===== src/rtl/scene_pixel_fetch.sv =====
// Per-pixel fetch stage ahead of the palette lookup: background/sprite ROM addressing,
// once-per-frame position/scene latch, scene-change black-out and 3-clock compositing pipeline.
module scene_pixel_fetch #(
  parameter int SPR_W        = 16,
  parameter int SPR_H        = 16,
  parameter int BG_W         = 320,
  parameter int BLACK_FRAMES = 8,
  localparam int SA_W        = $clog2(SPR_W * SPR_H)
) (
  input  logic            Clk,
  input  logic            Reset,
  input  logic            frame_start,
  input  logic [9:0]      DrawX,
  input  logic [9:0]      DrawY,
  input  logic            vde,
  input  logic [1:0]      scene_req,
  input  logic [9:0]      player_x,
  input  logic [9:0]      player_y,
  input  logic            player_show,
  output logic [16:0]     bg_addr,
  input  logic [7:0]      bg_data,
  output logic [SA_W-1:0] spr_addr,
  input  logic [3:0]      spr_data,
  output logic [1:0]      select,
  output logic [3:0]      palette_color,
  output logic [7:0]      map_palette_color,
  output logic [4:0]      start_palette_color,
  output logic [5:0]      gym_palette_color,
  output logic            vde_out
);

  localparam int XW = $clog2(SPR_W);
  localparam int YW = $clog2(SPR_H);
  localparam int CW = (BLACK_FRAMES > 1) ? $clog2(BLACK_FRAMES + 1) : 1;

  typedef enum logic [1:0] {SC_START = 2'd0, SC_MAP = 2'd1, SC_GYM = 2'd2} scene_t;
  typedef enum logic {ST_NORMAL = 1'b0, ST_BLACK = 1'b1} state_t;

  logic [9:0]  px_lat, py_lat;
  logic        show_lat;
  scene_t      scene_cur, scene_new;
  state_t      state;
  logic [CW-1:0] black_cnt;

  assign scene_new = (scene_req == 2'd3) ? SC_START : scene_t'(scene_req);

  always_ff @(posedge Clk or posedge Reset) begin
    if (Reset) begin
      px_lat    <= '0;
      py_lat    <= '0;
      show_lat  <= 1'b0;
      scene_cur <= SC_START;
      state     <= ST_NORMAL;
      black_cnt <= '0;
    end else if (frame_start) begin
      px_lat    <= player_x;
      py_lat    <= player_y;
      show_lat  <= player_show;
      scene_cur <= scene_new;
      if (BLACK_FRAMES > 0 && scene_new != scene_cur) begin
        state     <= ST_BLACK;
        black_cnt <= CW'(BLACK_FRAMES);
      end else if (state == ST_BLACK) begin
        if (black_cnt == CW'(1)) begin
          state     <= ST_NORMAL;
          black_cnt <= '0;
        end else begin
          black_cnt <= black_cnt - CW'(1);
        end
      end
    end
  end

  // 11-bit compares so a sprite near column 639 clips instead of wrapping to column 0
  logic [10:0] x11, y11, px11, py11;
  logic        hit_c;
  logic [XW-1:0] dx_off;
  logic [YW-1:0] dy_off;
  logic [SA_W-1:0] spr_addr_c;
  logic [16:0] bg_addr_c;

  assign x11  = {1'b0, DrawX};
  assign y11  = {1'b0, DrawY};
  assign px11 = {1'b0, px_lat};
  assign py11 = {1'b0, py_lat};
  assign hit_c = show_lat && (x11 >= px11) && (x11 < px11 + 11'(SPR_W))
                          && (y11 >= py11) && (y11 < py11 + 11'(SPR_H));
  assign dx_off = XW'(DrawX - px_lat);
  assign dy_off = YW'(DrawY - py_lat);
  assign spr_addr_c = hit_c ? {dy_off, dx_off} : '0;
  assign bg_addr_c  = vde ? 17'(17'(DrawY[9:1]) * 17'(BG_W)) + 17'(DrawX[9:1]) : '0;

  logic   vde_s0, hit_s0, black_s0;
  logic   vde_s1, hit_s1, black_s1;
  scene_t scene_s0, scene_s1;

  always_ff @(posedge Clk or posedge Reset) begin
    if (Reset) begin
      bg_addr  <= '0;
      spr_addr <= '0;
      vde_s0   <= 1'b0;
      hit_s0   <= 1'b0;
      black_s0 <= 1'b0;
      scene_s0 <= SC_START;
      vde_s1   <= 1'b0;
      hit_s1   <= 1'b0;
      black_s1 <= 1'b0;
      scene_s1 <= SC_START;
    end else begin
      bg_addr  <= bg_addr_c;
      spr_addr <= spr_addr_c;
      vde_s0   <= vde;
      hit_s0   <= hit_c;
      black_s0 <= (state == ST_BLACK);
      scene_s0 <= scene_cur;
      vde_s1   <= vde_s0;
      hit_s1   <= hit_s0;
      black_s1 <= black_s0;
      scene_s1 <= scene_s0;
    end
  end

  logic [1:0] sel_c;
  logic [3:0] pal_c;
  logic [7:0] map_c;
  logic [4:0] start_c;
  logic [5:0] gym_c;
  logic       bg_unused;

  assign bg_unused = bg_data[7];

  always_comb begin
    sel_c   = 2'd2;
    pal_c   = '0;
    map_c   = '0;
    start_c = '0;
    gym_c   = '0;
    if (!vde_s1 || black_s1) begin
      gym_c = 6'd28;
    end else if (hit_s1 && spr_data != '0 && scene_s1 != SC_START) begin
      sel_c = 2'd0;
      pal_c = spr_data;
    end else begin
      case (scene_s1)
        SC_MAP: begin
          sel_c = 2'd1;
          map_c = {1'b0, bg_data[6:0]};
        end
        SC_GYM: begin
          sel_c = 2'd2;
          gym_c = bg_data[5:0];
        end
        default: begin
          sel_c   = 2'd3;
          start_c = bg_data[4:0];
        end
      endcase
    end
  end

  always_ff @(posedge Clk or posedge Reset) begin
    if (Reset) begin
      select              <= 2'd2;
      palette_color       <= '0;
      map_palette_color   <= '0;
      start_palette_color <= '0;
      gym_palette_color   <= 6'd28;
      vde_out             <= 1'b0;
    end else begin
      select              <= sel_c;
      palette_color       <= pal_c;
      map_palette_color   <= map_c;
      start_palette_color <= start_c;
      gym_palette_color   <= gym_c;
      vde_out             <= vde_s1;
    end
  end

endmodule


===== config.mk =====
export PLATFORM = sky130hd
export DESIGN_NAME = scene_pixel_fetch
export DESIGN_NICKNAME = d
export VERILOG_FILES = /design/src/rtl/scene_pixel_fetch.sv
export SDC_FILE = /design/constraint.sdc
export NUM_CORES = 1
export LEC_CHECK = 0
export ABC_AREA = 1
export CAP_MARGIN = 0
export CORE_MARGIN = 5
export CORE_UTILIZATION = 51
export DETAILED_ROUTE_END_ITERATION = 7
export PLACE_DENSITY = 0.81
export SYNTH_ARGS = -nofsm -noshare
export SYNTH_HDL_FRONTEND = slang
export SYNTH_SLANG_ARGS = --single-unit

===== constraint.sdc =====
create_clock -name Clk -period 3.9 [get_ports Clk]
set_input_delay 0.78 -clock Clk [delete_from_list [all_inputs] [get_ports Clk]]
set_output_delay 0.78 -clock Clk [all_outputs]
set_load 0.03 [all_outputs]

==> flow_summary.toml, run 1 <==
[status]
status = "completed"

[critical_path]
reg2regPathDepth = 11
start_kind = "primary input"
worst-path-max-fanout = 4
reg2reg_slack_ns = 1.65
crit_start = "DrawY[2]"
cp.arrival_ns = 3.32
critPathCaptureType = "register"
crit-reg2reg-launch = "px_lat[6]"
reg2reg_to = "spr_addr[5]"
worstPathRequired_ns = 4.16
path_class = "primary input to register"

[placement]
pre_cts_slack_ns = 0.4610
dp_hpwl_um = 8560
gp_congestion = 0.8436
place.port_buffers = 107
place_area_mm2 = 0.006077
dp_cells = 784

[floorplanning]
rows = 35
core_area_mm2 = 0.009240
start_util = 0.5255
die-area_mm2 = 0.01157
die_w_um = 107.6
ios = 110
die_h_um = 107.6

[worst_hold_path]
worstHoldEndpoint = "vde_s1"
worstHoldStart = "vde_s0"
hold_class = "register to register"
hold_depth = 0

[grt]
gr-usage-all-layers = 0.1926
grt_pass1_vias = 4088
grt.overflow.total = 0
antenna_found_initial = 0
grt_first_pass_wirelength_um = 18010
grt_max_degree = 57

[layout]
drive_gt1_frac = 0.06110
final_cell_area_mm2 = 0.006274
utilization = 0.6789
areaGrowthSynthToFinish_pct = 29.19
fin_nets = 785
fillers = 763
finalNonFillerCells = 800
antenna_cells = 0

[sta]
relSlewSlack = 0.3917
fin_hold_ws_ns = 0.3513
report.final.slew_viol_count = 0
fin_crit_ns = 3.066
max_freq_mhz = 326.2
tightest_slew_ns = 0.9114
hold_violations = 0
worst_slack_ns = 0.8341
fin_skew_ns = 0.01913
setup_viol = 0
rsz0062_at_grt = "no"
fin_setup_tns_ns = 0
period_share = 0.7861

[clock_network]
clk_path_buf_depth = 2
clkTransAtPathRegs_ns = 0.10
postCtsHoldBufs = 0
cts_tree = "yes"
clockRootBuffer = "clkbuf_8"
ctsResizeCount = 0
cts_buffers = 9
h-tree-depth = 3
clock-sinks = 88
postCtsSetupBuffers = 0
clkLatencyLatePin_ns = 0.36

[drt]
drtPass1Iterations = 4
routed_via_density = 4.963
drc = 0
wl_per_cell_um = 13.20
drt-initial-drc-count = 119
final_antenna_net_count = 0
vias = 3970
finalWirelength_um = 10560

[job]
drv_cap = 0

[synth]
synth_top_flop_cell = "dfrtp_1"
yosys_warnings = 0
yosysUniqueCellTypes = 38
synth_edf_count = 0
syn_area_per_cell_um2 = 8.781
async_flop_share = 1.000
syn_area_mm2 = 0.004856
ys_seq_area_frac = 0.4545
synthCells = 553
ys_ff_latch = 88
syn_nets = 672

[power]
max-vdd-ir-drop_mv = 0.2142
p_total_mw = 2.345
power_per_cell_area_mw_per_mm2 = 373.8
p_leak_nw = 3.183
state kept, by name, indices dropped and copies added, names as in the netlist, 4 cells and up:
| name | count |
|---|---|
| bg_addr | 17 |
| px_lat | 10 |
| py_lat | 10 |
| spr_addr | 8 |
| map_palette_color | 7 |
| gym_palette_color | 6 |
| start_palette_color | 5 |
| black_cnt | 4 |
| palette_color | 4 |
power by group:
group	internal, mW	leakage [nW]	total (mW)	switching, mW
clock	0.250	0.0966	0.615	0.365
sequential	0.999	1.13	1.05	0.0466
combinational	0.284	1.96	0.684	0.399
total	1.53	3.18	2.35	0.811
worst max-delay path, cell delays in order:
cell and delay [ns]:
clkdlybuf4s50_1 0.60, ha_1 0.28, ha_1 0.24, fa_1 0.55, nand2_1 0.07, inv_1 0.07
nand4_1 0.10, a21oi_1 0.19, nand2_1 0.12, nor2_1 0.15, nand3_1 0.08, nand2_1 0.06
nor2_1 0.05
layout by cell type, fill, tap and decap left out, types with 9 or more instances in the layout:
| cell type | Yosys | final |
|---|---|---|
| a21oi_1 | 22 | 22 |
| nand4_1 | 11 | 11 |
| clkbuf_8 | 0 | 9 |
| nor2_1 | 38 | 38 |
| o21ai_0 | 34 | 34 |
| xor2_1 | 10 | 10 |
| nor3_1 | 12 | 12 |
| inv_1 | 86 | 85 |
| dfrtp_1 | 84 | 84 |
| ha_1 | 56 | 56 |
| nand2_1 | 125 | 125 |
| nand3_1 | 20 | 20 |
| clkdlybuf4s50_1 | 0 | 107 |
synthesized netlist by cell type, types with 2 or more instances:
| master | instances | area share |
|---|---|---|
| nand2_1 | 125 | 0.097 |
| inv_1 | 86 | 0.066 |
| dfrtp_1 | 84 | 0.43 |
| ha_1 | 56 | 0.14 |
| nor2_1 | 38 | 0.029 |
| o21ai_0 | 34 | 0.035 |
| a21oi_1 | 22 | 0.023 |
| nand3_1 | 20 | 0.021 |
| nor3_1 | 12 | 0.012 |
| nand4_1 | 11 | 0.014 |
| xor2_1 | 10 | 0.018 |
| nor2_2 | 7 | 0.0090 |
| xnor2_1 | 7 | 0.013 |
| clkbuf_1 | 6 | 0.0046 |
| dfstp_2 | 4 | 0.022 |
| fa_1 | 4 | 0.016 |
| nand3_2 | 3 | 0.0062 |
| a21o_1 | 2 | 0.0031 |
| nand2_2 | 2 | 0.0026 |
| o21a_1 | 2 | 0.0031 |
layer usage:
| layer | wire, um | up-vias | GRT usage | part of all wire |
|---|---|---|---|---|
| li1 | - | 1995 | - | - |
| met1 | 4677 | 1845 | 0.2491 | 0.44 |
| met2 | 5098 | 116 | 0.3304 | 0.48 |
| met3 | 648 | 14 | 0.03419 | 0.061 |
| met4 | 132 | 0 | 0.05681 | 0.013 |
| met5 | 0 | - | 0 | 0 |
cell families (layout without fill, tap and decap cells):
kind of cell | count (synthesis) | after routing | synth area share
AND/OR/NAND/NOR | 224 | 224 | 0.2023
buffers and inverters | 95 | 213 | 0.07446
flip-flops | 88 | 88 | 0.4545
AO/OA/AOI/OAI | 68 | 68 | 0.07653
adder cells (fa/ha/maj) | 60 | 60 | 0.1608
XOR/XNOR | 17 | 17 | 0.03066
other | 1 | 1 | 0.0007723
final cells by class:
cell class / count / area (um^2) / area share
clock inverters: 7 / 72.57 / 0.01157
multi-input cells: 370 / 2287 / 0.3646
well taps: 129 / 161.4 / 0.02573
clock buffers: 9 / 123.9 / 0.01974
inverters: 87 / 327.8 / 0.05225
flip-flops and latches: 88 / 2207 / 0.3518
repair buffers: 110 / 1094 / 0.1743
how the worst max path moves through the flow:
stage                       end  slack (ns)
floorplan            bg_addr[0]        0.85
global placement    bg_addr[15]        0.53
detailed placement  bg_addr[15]        0.46
CTS                 bg_addr[15]        0.85
global route        bg_addr[15]        0.60
finish              bg_addr[15]        0.83
(Power assumes the default switching activity.)
==> run 2: changes to the inputs <==
==> constraint.sdc (replaced) <==
create_clock -name Clk -period 2.85 [get_ports Clk]
set_input_delay 0.57 -clock Clk [delete_from_list [all_inputs] [get_ports Clk]]
set_output_delay 0.57 -clock Clk [all_outputs]
set_load 0.03 [all_outputs]
==> run 2 against run 1 <==
Effect of this change: critical path depth is the same; non-clock buffer count grew 11; clock skew shrank 0.013 ns; via count shrank 1.7%; worst setup slack lost 0.66 ns; total power grew 37%; cell count grew 1.4%; core utilization grew 1.0 points; combinational power grew 38%; register-to-register slack lost 1.0 ns; largest cell class unchanged; worst hold slack is essentially flat; highest routed layer unchanged.
==> flow_summary.toml, run 2 (synthesized netlist as in run 1, its figures left out) <==
[critical_path]
cpPeakStageDelay_ns = 0.51
cp.arrival_ns = 2.90
slowest_stage = "fa_1"
start_kind = "primary input"
worst-path-max-fanout = 3
crit_top_cell = "nand2_1"
worstPathRequired_ns = 3.08
path_class = "primary input to register"
path_cells = "clkdlybuf4s50_1 -> ha_1 -> ha_1 -> fa_1 -> nand2_1 -> inv_1 -> nand4_1 -> a21oi_1 -> nand2_1 -> nor2_1 -> nand3_1 -> nand2_1 -> nor2_1"
critPathCaptureType = "register"

[sta]
fin_setup_tns_ns = 0
report.final.slew_viol_count = 0
setup_viol = 0
worst_slack_ns = 0.1759
tightest_slew_ns = 0.6457
fin_skew_ns = 0.006210
rsz0062_at_grt = "no"
period_share = 0.9383
hold_violations = 0
fin_hold_ws_ns = 0.3513
max_freq_mhz = 374.0
relSlewSlack = 0.5682
fin_crit_ns = 2.674

[worst_hold_path]
hold_class = "register to register"

[layout]
areaGrowthSynthToFinish_pct = 31.18
final_cell_mix = "nand2_1 (125), clkdlybuf4s50_1 (107), inv_1 (85)"
final_cell_area_mm2 = 0.006370
antenna_cells = 0
largest_register = "bg_addr"
finalNonFillerCells = 811
fin_nets = 796
top_regs = "bg_addr: 17 flops, px_lat: 10 flops, py_lat: 10 flops"
largest_reg_flops = 17
layout_commonest_cell = "nand2_1"
drive_gt1_frac = 0.07625

[floorplanning]
rows = 35
die_h_um = 107.6
start_util = 0.5255
core_area_mm2 = 0.009240
die_w_um = 107.6
ios = 110
die-area_mm2 = 0.01157

[clock_network]
cts_tree = "yes"
clockRootBuffer = "clkbuf_8"
clkTransAtPathRegs_ns = 0.10
cts_buffers = 9
h-tree-depth = 3
clkLatencyLatePin_ns = 0.34
clock-sinks = 88
clk_path_buf_depth = 2
postCtsSetupBuffers = 0
postCtsHoldBufs = 0
ctsResizeCount = 0

[grt]
antenna_found_initial = 0
grt.overflow.total = 0
grt_first_pass_wirelength_um = 17510
grt_max_degree = 42
gr-usage-all-layers = 0.1861
grt_pass1_vias = 3874

[drt]
final_antenna_net_count = 0
drtPass1Iterations = 4
finalWirelength_um = 10330
drc = 0
wl_per_cell_um = 12.74
routed_via_density = 4.814
vias = 3904
drt-initial-drc-count = 141

[job]
drv_cap = 0

[power]
power_per_cell_area_mw_per_mm2 = 502.8
max-vdd-ir-drop_mv = 0.3317
p_leak_nw = 3.244

[status]
status = "completed"

[placement]
place_area_mm2 = 0.006172
dp_cells = 795
dp_hpwl_um = 8487
pre_cts_slack_ns = -0.1775
gp_congestion = 0.8654
place.port_buffers = 107
## run 2: stage by stage
stage                       util  power, mW
final                     0.6894      3.203
after global routing      0.6894      3.430
after CTS                 0.6894      3.239
after detailed placement  0.6680      2.397
after global placement    0.6680      2.357
after floorplan                -      2.061
## run 2: final cells by class
class | count | area (um^2)
Timing Repair Buffer | 121 | 1189
Clock buffer | 9 | 123.9
Clock inverter | 7 | 73.82
Multi-Input combinational cell | 370 | 2287
Inverter | 87 | 327.8
Tap cell | 129 | 161.4
Fill cell | 708 | 2870
Sequential cell | 88 | 2207
## run 2: path summary, 6_finish.rpt
path                           start                      to  slack, ns  cells after the start
max                         DrawY[4]             bg_addr[15]       0.18                     13
min                           vde_s0                  vde_s1       0.35                      0
max reg2reg                px_lat[6]             spr_addr[3]       0.64                     11
min reg2reg                   vde_s0                  vde_s1       0.35                      0
max in group asynchronous      Reset               select[1]       1.65                      3
min in group asynchronous      Reset  start_palette_color[1]       0.56                      2
## run 2: report_power, final
group	leakage (nW)	switching, mW	total [mW]	internal, mW
combinational	2.02	0.543	0.945	0.402
clock	0.101	0.486	0.830	0.344
sequential	1.13	0.0596	1.43	1.37
total	3.24	1.09	3.20	2.11
## run 2: layer usage
layer / vias up / wire length [um] / global-route usage / part of all wire
met1: 1790 / 4777 / 0.2488 / 0.46
met4: 0 / 64 / 0.03697 / 0.0062
met5: - / 0 / 0 / 0
met2: 87 / 4981 / 0.3193 / 0.48
li1: 2018 / - / - / -
met3: 9 / 505 / 0.03239 / 0.049
## run 2: critical path: cells and delay by family
family / cells / cell delay, ns
and+or+nand+nor: 7 / 0.59
adders and majority gates: 3 / 0.97
buffers and inverters: 2 / 0.56
AOI/OAI and AO/OA: 1 / 0.19
